$ cat config.mk
export PLATFORM = sky130hd
export DESIGN_NAME = scan_sel_gen
export DESIGN_NICKNAME = d
export VERILOG_FILES = /design/src/rtl/scan_sel_gen_pkg.sv /design/src/rtl/scan_sel_gen_mask_next_ch.sv /design/src/rtl/scan_sel_gen.sv
export SDC_FILE = /design/constraint.sdc
export NUM_CORES = 1
export LEC_CHECK = 0
export ABC_AREA = 1
export CAP_MARGIN = 20
export CORE_MARGIN = 8
export CORE_UTILIZATION = 25
export CTS_CLUSTER_DIAMETER = 40
export CTS_CLUSTER_SIZE = 28
export DETAILED_ROUTE_END_ITERATION = 8
export GPL_ROUTABILITY_DRIVEN = 0
export GPL_TIMING_DRIVEN = 1
export RECOVER_POWER = 25
export SYNTH_ARGS = -nofsm -noshare
export SYNTH_HDL_FRONTEND = slang
export SYNTH_SLANG_ARGS = --single-unit
$ cat constraint.sdc
create_clock -name clk -period 4.1 [get_ports clk]
set_input_delay 0.82 -clock clk [delete_from_list [all_inputs] [get_ports clk]]
set_output_delay 0.82 -clock clk [all_outputs]
set_load 0.01 [all_outputs]
$ cat src/rtl/scan_sel_gen_pkg.sv
// Shared types, sizes and channel-search helpers for the channel-scan sequencer.
package scan_pkg;

    localparam int NCH   = 8;
    localparam int SEL_W = 3;

    typedef enum logic [1:0] {
        S_IDLE  = 2'd0,
        S_DRIVE = 2'd1,
        S_BLANK = 2'd2
    } state_e;

    // Index of the lowest set bit of m; 0 when m is empty.
    function automatic logic [SEL_W-1:0] first_set(input logic [NCH-1:0] m);
        first_set = '0;
        for (int i = NCH - 1; i >= 0; i--) begin
            if (m[i]) first_set = SEL_W'(i);
        end
    endfunction

    // Next set bit strictly above cur, wrapping to the lowest set bit.
    function automatic logic [SEL_W-1:0] next_set_wrap(input logic [NCH-1:0] m,
                                                       input logic [SEL_W-1:0] cur);
        logic found;
        next_set_wrap = first_set(m);
        found         = 1'b0;
        for (int i = 0; i < NCH; i++) begin
            if (!found && m[i] && (i > int'(cur))) begin
                next_set_wrap = SEL_W'(i);
                found         = 1'b1;
            end
        end
    endfunction

endpackage

$ cat src/rtl/scan_sel_gen_mask_next_ch.sv
// Combinational finder for the channel that follows cur in mask.
module mask_next_ch
    import scan_pkg::*;
(
    input  logic [NCH-1:0]   mask,
    input  logic [SEL_W-1:0] cur,
    output logic [SEL_W-1:0] next,
    output logic             wrap
);

    // Next channel plus a flag marking cur as the highest enabled channel.
    always_comb begin
        next = next_set_wrap(mask, cur);
        wrap = 1'b1;
        for (int i = 0; i < NCH; i++) begin
            if (mask[i] && (i > int'(cur))) wrap = 1'b0;
        end
    end

endmodule

$ cat src/rtl/scan_sel_gen.sv
// Channel-scan sequencer driving a 3-to-8 decoder's select (A) and enable (EN).
module scan_sel_gen
    import scan_pkg::*;
#(
    parameter int DWELL_W = 8,
    parameter int BLANK_W = 4
) (
    input  logic               clk,
    input  logic               rst,
    input  logic               start,
    input  logic               stop,
    input  logic               continuous,
    input  logic [NCH-1:0]     mask,
    input  logic [DWELL_W-1:0] dwell,
    input  logic [BLANK_W-1:0] blank,
    output logic [SEL_W-1:0]   A,
    output logic               EN,
    output logic               busy,
    output logic               frame_done
);

    localparam int CNT_W = (DWELL_W > BLANK_W) ? DWELL_W : BLANK_W;

    // Remaining-cycle preload for a DRIVE phase; a dwell of 0 behaves as 1.
    function automatic logic [CNT_W-1:0] dwell_load(input logic [DWELL_W-1:0] d);
        return (d == '0) ? '0 : CNT_W'(d) - CNT_W'(1);
    endfunction

    state_e             state_q, state_d;
    logic [SEL_W-1:0]   ch_q, ch_d;
    logic [CNT_W-1:0]   cnt_q, cnt_d;         // cycles left in current phase after this one
    logic [NCH-1:0]     mask_sh_q, mask_sh_d;
    logic [DWELL_W-1:0] dwell_sh_q, dwell_sh_d;
    logic [BLANK_W-1:0] blank_sh_q, blank_sh_d;
    logic               cont_sh_q, cont_sh_d;
    logic               stop_pending_q, stop_pending_d;
    logic               en_q, en_d;
    logic               busy_q, busy_d;
    logic               frame_done_q, frame_done_d;

    logic [SEL_W-1:0]   nxt_ch;
    logic               nxt_wrap;
    logic               slot_end;
    logic               last_d;

    mask_next_ch u_next (
        .mask (mask_sh_q),
        .cur  (ch_q),
        .next (nxt_ch),
        .wrap (nxt_wrap)
    );

    // Next-state, shadow and output computation; outputs describe the cycle being entered.
    always_comb begin
        // NOTE: every signal gets a default first so no path can infer a latch.
        state_d        = state_q;
        ch_d           = ch_q;
        cnt_d          = cnt_q;
        mask_sh_d      = mask_sh_q;
        dwell_sh_d     = dwell_sh_q;
        blank_sh_d     = blank_sh_q;
        cont_sh_d      = cont_sh_q;
        stop_pending_d = stop_pending_q;
        slot_end       = 1'b0;

        if (state_q != S_IDLE && stop) stop_pending_d = 1'b1;

        case (state_q)
            S_IDLE: begin
                if (start && mask != '0) begin
                    mask_sh_d  = mask;
                    dwell_sh_d = dwell;
                    blank_sh_d = blank;
                    cont_sh_d  = continuous;
                    ch_d       = first_set(mask);
                    cnt_d      = dwell_load(dwell);
                    state_d    = S_DRIVE;
                end
            end
            S_DRIVE: begin
                if (cnt_q != '0) begin
                    cnt_d = cnt_q - CNT_W'(1);
                end else if (blank_sh_q != '0) begin
                    cnt_d   = CNT_W'(blank_sh_q) - CNT_W'(1);
                    state_d = S_BLANK;
                end else begin
                    slot_end = 1'b1;
                end
            end
            S_BLANK: begin
                if (cnt_q != '0) cnt_d = cnt_q - CNT_W'(1);
                else             slot_end = 1'b1;
            end
            default: state_d = S_IDLE;
        endcase

        if (slot_end) begin
            if (!nxt_wrap) begin
                ch_d    = nxt_ch;
                cnt_d   = dwell_load(dwell_sh_q);
                state_d = S_DRIVE;
            end else if (cont_sh_q && !stop_pending_q && !stop && mask != '0) begin
                // Frame boundary in continuous mode: pick up fresh settings.
                mask_sh_d  = mask;
                dwell_sh_d = dwell;
                blank_sh_d = blank;
                cont_sh_d  = continuous;
                ch_d       = first_set(mask);
                cnt_d      = dwell_load(dwell);
                state_d    = S_DRIVE;
            end else begin
                cnt_d          = '0;
                stop_pending_d = 1'b0;
                state_d        = S_IDLE;
            end
        end

        en_d   = (state_d == S_DRIVE);
        busy_d = (state_d != S_IDLE);
        last_d = ((state_d == S_DRIVE) && (cnt_d == '0) && (blank_sh_d == '0)) ||
                 ((state_d == S_BLANK) && (cnt_d == '0));
        frame_done_d = last_d && (next_set_wrap(mask_sh_d, ch_d) <= ch_d);
    end

    // State, shadow and output registers with synchronous reset.
    always_ff @(posedge clk) begin
        // NOTE: non-blocking assignments keep every flop sampling pre-edge values.
        if (rst) begin
            state_q        <= S_IDLE;
            ch_q           <= '0;
            cnt_q          <= '0;
            mask_sh_q      <= '0;
            dwell_sh_q     <= '0;
            blank_sh_q     <= '0;
            cont_sh_q      <= 1'b0;
            stop_pending_q <= 1'b0;
            en_q           <= 1'b0;
            busy_q         <= 1'b0;
            frame_done_q   <= 1'b0;
        end else begin
            state_q        <= state_d;
            ch_q           <= ch_d;
            cnt_q          <= cnt_d;
            mask_sh_q      <= mask_sh_d;
            dwell_sh_q     <= dwell_sh_d;
            blank_sh_q     <= blank_sh_d;
            cont_sh_q      <= cont_sh_d;
            stop_pending_q <= stop_pending_d;
            en_q           <= en_d;
            busy_q         <= busy_d;
            frame_done_q   <= frame_done_d;
        end
    end

    assign A          = ch_q;
    assign EN         = en_q;
    assign busy       = busy_q;
    assign frame_done = frame_done_q;

endmodule

## Word level (Yosys, flattened, before mapping)

Index checks and enable logic that the tools add are counted.

- $add $sub $neg: 4
- Order comparisons: 15
- Equal/unequal tests: 4
- Muxes and demuxes: 107
- Reduce and logical (&&, ||, !) cells: 66

Operators by type and width:

| cell | number |
|---|---|
| $mux 8 | 19 |
| $mux 3 | 43 |
| $logic_and 1x1->1 | 41 |
| $mux 1 | 33 |
| $gt 3x3->1 const A | 8 |
| $logic_not 8->1 | 3 |
| $pmux 8 s3 | 1 |
| $sub 8x1->8 const B | 3 |
| $mux 4 | 5 |
| $reduce_bool 8->1 | 2 |
| $logic_not 1->1 | 14 |
| $gt 2x3->1 const A | 4 |
| $mux 2 | 4 |
| $gt 1x3->1 const A | 2 |
| $pmux 2 s3 | 1 |
| $sub 4x1->5 const B | 1 |
| $eq 2x1->1 const B | 2 |
| $eq 2x2->1 const B | 2 |
| $logic_not 4->1 | 1 |
| $reduce_bool 2->1 | 2 |
| $reduce_bool 4->1 | 1 |
| $le 3x3->1 | 1 |
| $logic_not 2->1 | 1 |
| $pmux 1 s2 | 1 |
| $logic_or 1x1->1 | 1 |

- Register bits: 38
- Bits of input ports: 25
- Output and inout port bits: 6
- Logic and storage cells: 207

## Longest topological paths before layout

- Depth in word-level cells: 58
- Depth in mapped cells: 30
- Depth with buffers taken out: 28

## By module

Synthesis repeated with hierarchy kept, for this count alone.

- Cells, all modules: 524
- Area total of the unflattened synthesis: 3248.1 sq um

By module, submodules not included:

| module | times used | cells each | area an instance (sq um) | sequential area each (sq um) |
|---|---|---|---|---|
| scan_sel_gen | 1 | 467 | 2969.1 | 760.7 |
| mask_next_ch | 1 | 57 | 279.0 | 0.0 |

## Worst setup path before layout

No wires, ideal clock.

- Path kind: input to register
- From: input mask[6]
- To: register frame_done_q, in the netlist frame_done
- Library setup time: 0.064 ns
- Data arrival time: 3.382 ns
- Required time: 4.036 ns
- Path slack: 0.654 ns
- Stages: 22
- Buffers on the path: 0
- Cell sequence: inv_1 -> nand2_1 -> nor3_1 -> nand2_1 -> nand3_2 -> nand2_1 -> nand3_1 -> nand2_2 -> a21oi_4 -> nand2_1 -> a21oi_2 -> nor3_4 -> o211ai_1 -> nand4_1 -> ha_1 -> a21oi_1 -> o21ai_0 -> a21oi_1 -> nand4_1 -> nor2_1 -> nand3_1 -> nor2_1

- Word-level cells in the longest chain between the ends: 41
- Elaborated cells on any way between the ends: 92
- Those cells by class: 8 x order compare; 2 x eq/ne; 53 x mux; 29 x reduce/logical

Ends and longest elaborated chain:

| what | RTL line | source |
|---|---|---|
| start, declared | scan_sel_gen.sv:13 | `input logic [NCH-1:0] mask,` |
| $mux 3 (7 in a row) | scan_sel_gen_pkg.sv:17 | `if (m[i]) first_set = SEL_W'(i);` |
| $mux 3 | scan_sel_gen.sv:70 | `if (start && mask != '0) begin` |
| $mux 3 | scan_sel_gen.sv:68 | `case (state_q)` |
| $mux 3 | scan_sel_gen.sv:102 | `end else if (cont_sh_q && !stop_pending_q && !stop && mask != '0) begin` |
| $mux 3 | scan_sel_gen.sv:98 | `if (!nxt_wrap) begin` |
| $mux 3 | scan_sel_gen.sv:97 | `if (slot_end) begin` |
| $gt 1x3->1 | scan_sel_gen_pkg.sv:28 | `if (!found && m[i] && (i > int'(cur))) begin` |
| $logic_and 1x1->1 | scan_sel_gen_pkg.sv:28 |  |
| [17 not listed] | - |  |
| $logic_not 1->1 | scan_sel_gen_pkg.sv:28 |  |
| $logic_and 1x1->1 (2 in a row) | scan_sel_gen_pkg.sv:28 |  |
| $mux 1 | scan_sel_gen_pkg.sv:28 |  |
| $logic_not 1->1 | scan_sel_gen_pkg.sv:28 |  |
| $logic_and 1x1->1 (2 in a row) | scan_sel_gen_pkg.sv:28 |  |
| $mux 3 | scan_sel_gen_pkg.sv:28 |  |
| $le 3x3->1 | scan_sel_gen.sv:122 | `frame_done_d = last_d && (next_set_wrap(mask_sh_d, ch_d) <= ch_d);` |
| $logic_and 1x1->1 * | scan_sel_gen.sv:122 |  |
| end signal, assigned | scan_sel_gen.sv:151 | `frame_done_q <= frame_done_d;` |
| end, declared | scan_sel_gen.sv:39 | `logic frame_done_q, frame_done_d;` |

Every way passes the cells marked *; elsewhere a longest branch is shown, timed or not.
A chain may end at the register's enable or synchronous reset.

## Worst setup path after layout

Ends and elaborated chain as after synthesis.

==> flow_summary_export.csv <==
group,metric,value,unit
clock_network,cts-root-buf,"clkbuf_16",
clock_network,clk_pin_slew_worst_paths,0.06,ns
sta,worst_slew_pin_slew,0.862,ns
sta,skew,0.00614,ns
logic_synthesis,synth.top_cell.area_share,23.8,%
sta,maxSlewHeadroom,42.0,%
worst_setup_path,crit_path_max_fanout,15,
routing,ant_nets,0,
sta,hold_viol,0,
die,die_h,129,um
global_routing,track_usage,12.1,%
sta,slew_viol_final,0,
die,core_area,12600,um2
global_routing,grt_pass1_wl,16.3,mm
logic_synthesis,yosys-top-cells-area,"dfxtp_1 24%, nand2_1 14%, nor2_1 8.7%, inv_1 7.3%, nand3_1 5.6%",
logic_synthesis,yosys_warnings,0,
finish,diodes,0,
finish,finalNetCount,596,
sta,timing.hold.ws,0.495,ns
power_and_ir_drop,p_per_area,754,nW/um2
die,rows,41,
finish,stdcell_area,4090,um2
worst_setup_path,cp.required,4.33,ns
global_routing,antenna_found_initial,0,
worst_setup_path,setup.worst_path.end_class,"flip-flop",
flow_run,maxCapViolations,0,
logic_synthesis,async_flop_share,0,%
routing,wl_met3,618,um
finish,drive_above_1_share,15.0,%
routing,highest_layer,"met4",
clock_network,cts_max_level,2,
finish,final_cell_mix,"112 x nand2_1, 71 x nor2_1, 58 x inv_1",
routing,first_pass_iters,5,
logic_synthesis,postSynthAreaPerCell,6.25,um2
sta,post-route-min-period,3.87,ns
min_path,holdCritPathClass,"reg -> reg",
sta,setup_viol,0,
placed_design,dp_cells,717,
power_and_ir_drop,power.leakage,1.87,nW
routing,drt_iter0_markers,325,
logic_synthesis,syn_area,3200,um2
global_routing,grt_overflow,0,
finish,area_delta_synth_final,27.8,%
outcome,status,"finished clean",
power_and_ir_drop,vdd_drop_max,270,uV
sta,fmax,0.259,GHz
clock_network,cts_buffer_depth,2,
logic_synthesis,synth_seq_area_share,23.8,%
logic_synthesis,yosysTopAreaCell,"dfxtp_1",
power_and_ir_drop,power.total,3.08,mW
global_routing,grt_pass1_vias,3367,
routing,route.met2.wl,4.77,mm
die,die-area,16700,um2
routing,vias,3639,
clock_network,cts.sinks,38,
logic_synthesis,ys_types,44,
logic_synthesis,netlist_instances,512,
logic_synthesis,synthFlopType,"dfxtp_1",
worst_setup_path,arrival,4.10,ns
worst_setup_path,crit_type,"in -> reg",
die,ios,31,
sta,tns,0,ns
finish,final_common_cell,"nand2_1",
die,start_util,25.5,%
placed_design,port_buffers,30,
finish,fin_cells,731,
logic_synthesis,syn_nets,550,
clock_network,cts_tree,"yes",
routing,wirelength,10.2,mm
finish,final_util,32.6,%
worst_setup_path,worst_setup_path_start_kind,"input port",
routing,drc_errors,0,
placed_design,dp_hpwl,7.79,mm
clock_network,holdBufCountCts,0,
clock_network,cts_buffers,5,
routing,routed_via_density,4.98,
routing,route.detailed.wl_per_inst,13.9,um
sta,fin_ws,0.232,ns
global_routing,grt_max_degree,18,
sta,finalCritPeriodShare,94.3,%
routing,drt-met1-wl,4.40,mm
die,dieWidth,129,um
placed_design,dp_worst_setup_slack,-0.206,ns
logic_synthesis,synth-seq-cells,38,
logic_synthesis,synth_edf_count,0,
clock_network,clock_latency,0.29,ns
placed_design,dpl_cell_area,3750,um2
-- cell type report --
cell class | count | area [um2]
clock buffer | 6 | 139
inverter | 71 | 267
multi-input combinational | 392 | 2180
clock inverter | 2 | 60.1
tap | 172 | 215
timing repair buffer | 50 | 474
sequential | 38 | 761
fill | 1370 | 8480
-- cells in the mapped netlist, types with 2 or more instances --
library cell,n
o22ai_1,3
inv_2,8
a31oi_1,4
nand3_2,2
a21oi_4,2
nor3_4,2
o221ai_1,2
a21oi_2,3
nor3_1,14
nand3_1,36
o2111ai_1,2
inv_1,62
dfxtp_1,38
nor2_1,74
buf_6,3
xnor2_1,4
o211ai_1,7
xor2_1,6
nand2_2,10
nor2_2,2
a21oi_1,28
nand4_1,4
o21ai_1,4
nand2_1,117
nand3_4,3
clkbuf_1,5
ha_1,13
o31ai_1,2
buf_2,3
o21ai_2,5
o21ai_0,31
-- where the power goes --
| group | internal (mW) | total, mW | switching, mW |
|---|---|---|---|
| Clock | 0.365 | 0.527 | 0.161 |
| Combinational | 0.727 | 1.97 | 1.24 |
| Sequential | 0.481 | 0.592 | 0.111 |
| Total | 1.57 | 3.08 | 1.51 |
-- kinds of logic (layout without fill, tap and decap cells) --
group           Yosys count  after routing  synth area share [%]
fa+ha+maj                13             13                  5.08
simple gates            269            269                  38.4
xor+xnor                 10             10                  2.74
buf+inv                  82            129                  10.4
flops                    38             38                  23.8
compound gates          100            100                  19.6
-- critical path, cell delays in order --
cell	delay, ns
clkdlybuf4s50_1	0.50
inv_2	0.05
nand2_2	0.09
nor3_4	0.06
buf_6	0.12
a21oi_4	0.21
nand3_4	0.14
nand2_8	0.16
nand2_1	0.09
o21ai_2	0.13
nor2_1	0.15
nor3_4	0.27
o211ai_1	0.17
nand4_1	0.13
ha_1	0.26
a21oi_1	0.12
o21ai_0	0.09
a21oi_1	0.17
nand4_1	0.11
nor2_1	0.09
nand3_1	0.08
nor2_1	0.09
-- repair_timing --
item                                    4_1_cts  5_1_grt
endpoints found under the setup margin        0        1
resized for setup                             0       24
setup buffers                                 0        6
-- state kept, by name (all words and copies together) (netlist names) --
| register | cells |
|---|---|
| cont_sh_q | 1 |
| cnt_q | 8 |
| busy | 1 |
| A | 3 |
| dwell_sh_q | 8 |
| blank_sh_q | 4 |
| state_q | 2 |
| EN | 1 |
| mask_sh_q | 8 |
| frame_done | 1 |
| stop_pending_q | 1 |
-- final timing paths --
check                                           endpoint  depth (start not counted)                      from  slack [ns]
worst min register to register  dwell_sh_q[7]$_SDFF_PP0_                          2  dwell_sh_q[7]$_SDFF_PP0_        0.49
worst max register to register     frame_done$_SDFF_PP0_                         23       cnt_q[0]$_SDFF_PP0_        0.36
worst max-delay path               frame_done$_SDFF_PP0_                         22                   mask[6]        0.23
worst min-delay path            dwell_sh_q[7]$_SDFF_PP0_                          2  dwell_sh_q[7]$_SDFF_PP0_        0.49
-- metal layers --
metal  global-route usage, %  vias to the layer above
met2                    19.9                      150
met4                    6.08                        0
met5                       0                        -
met1                    14.8                     1685
met3                    2.05                       31
li1                        -                     1773
Note: power is estimated with default switching activity, not from simulation.
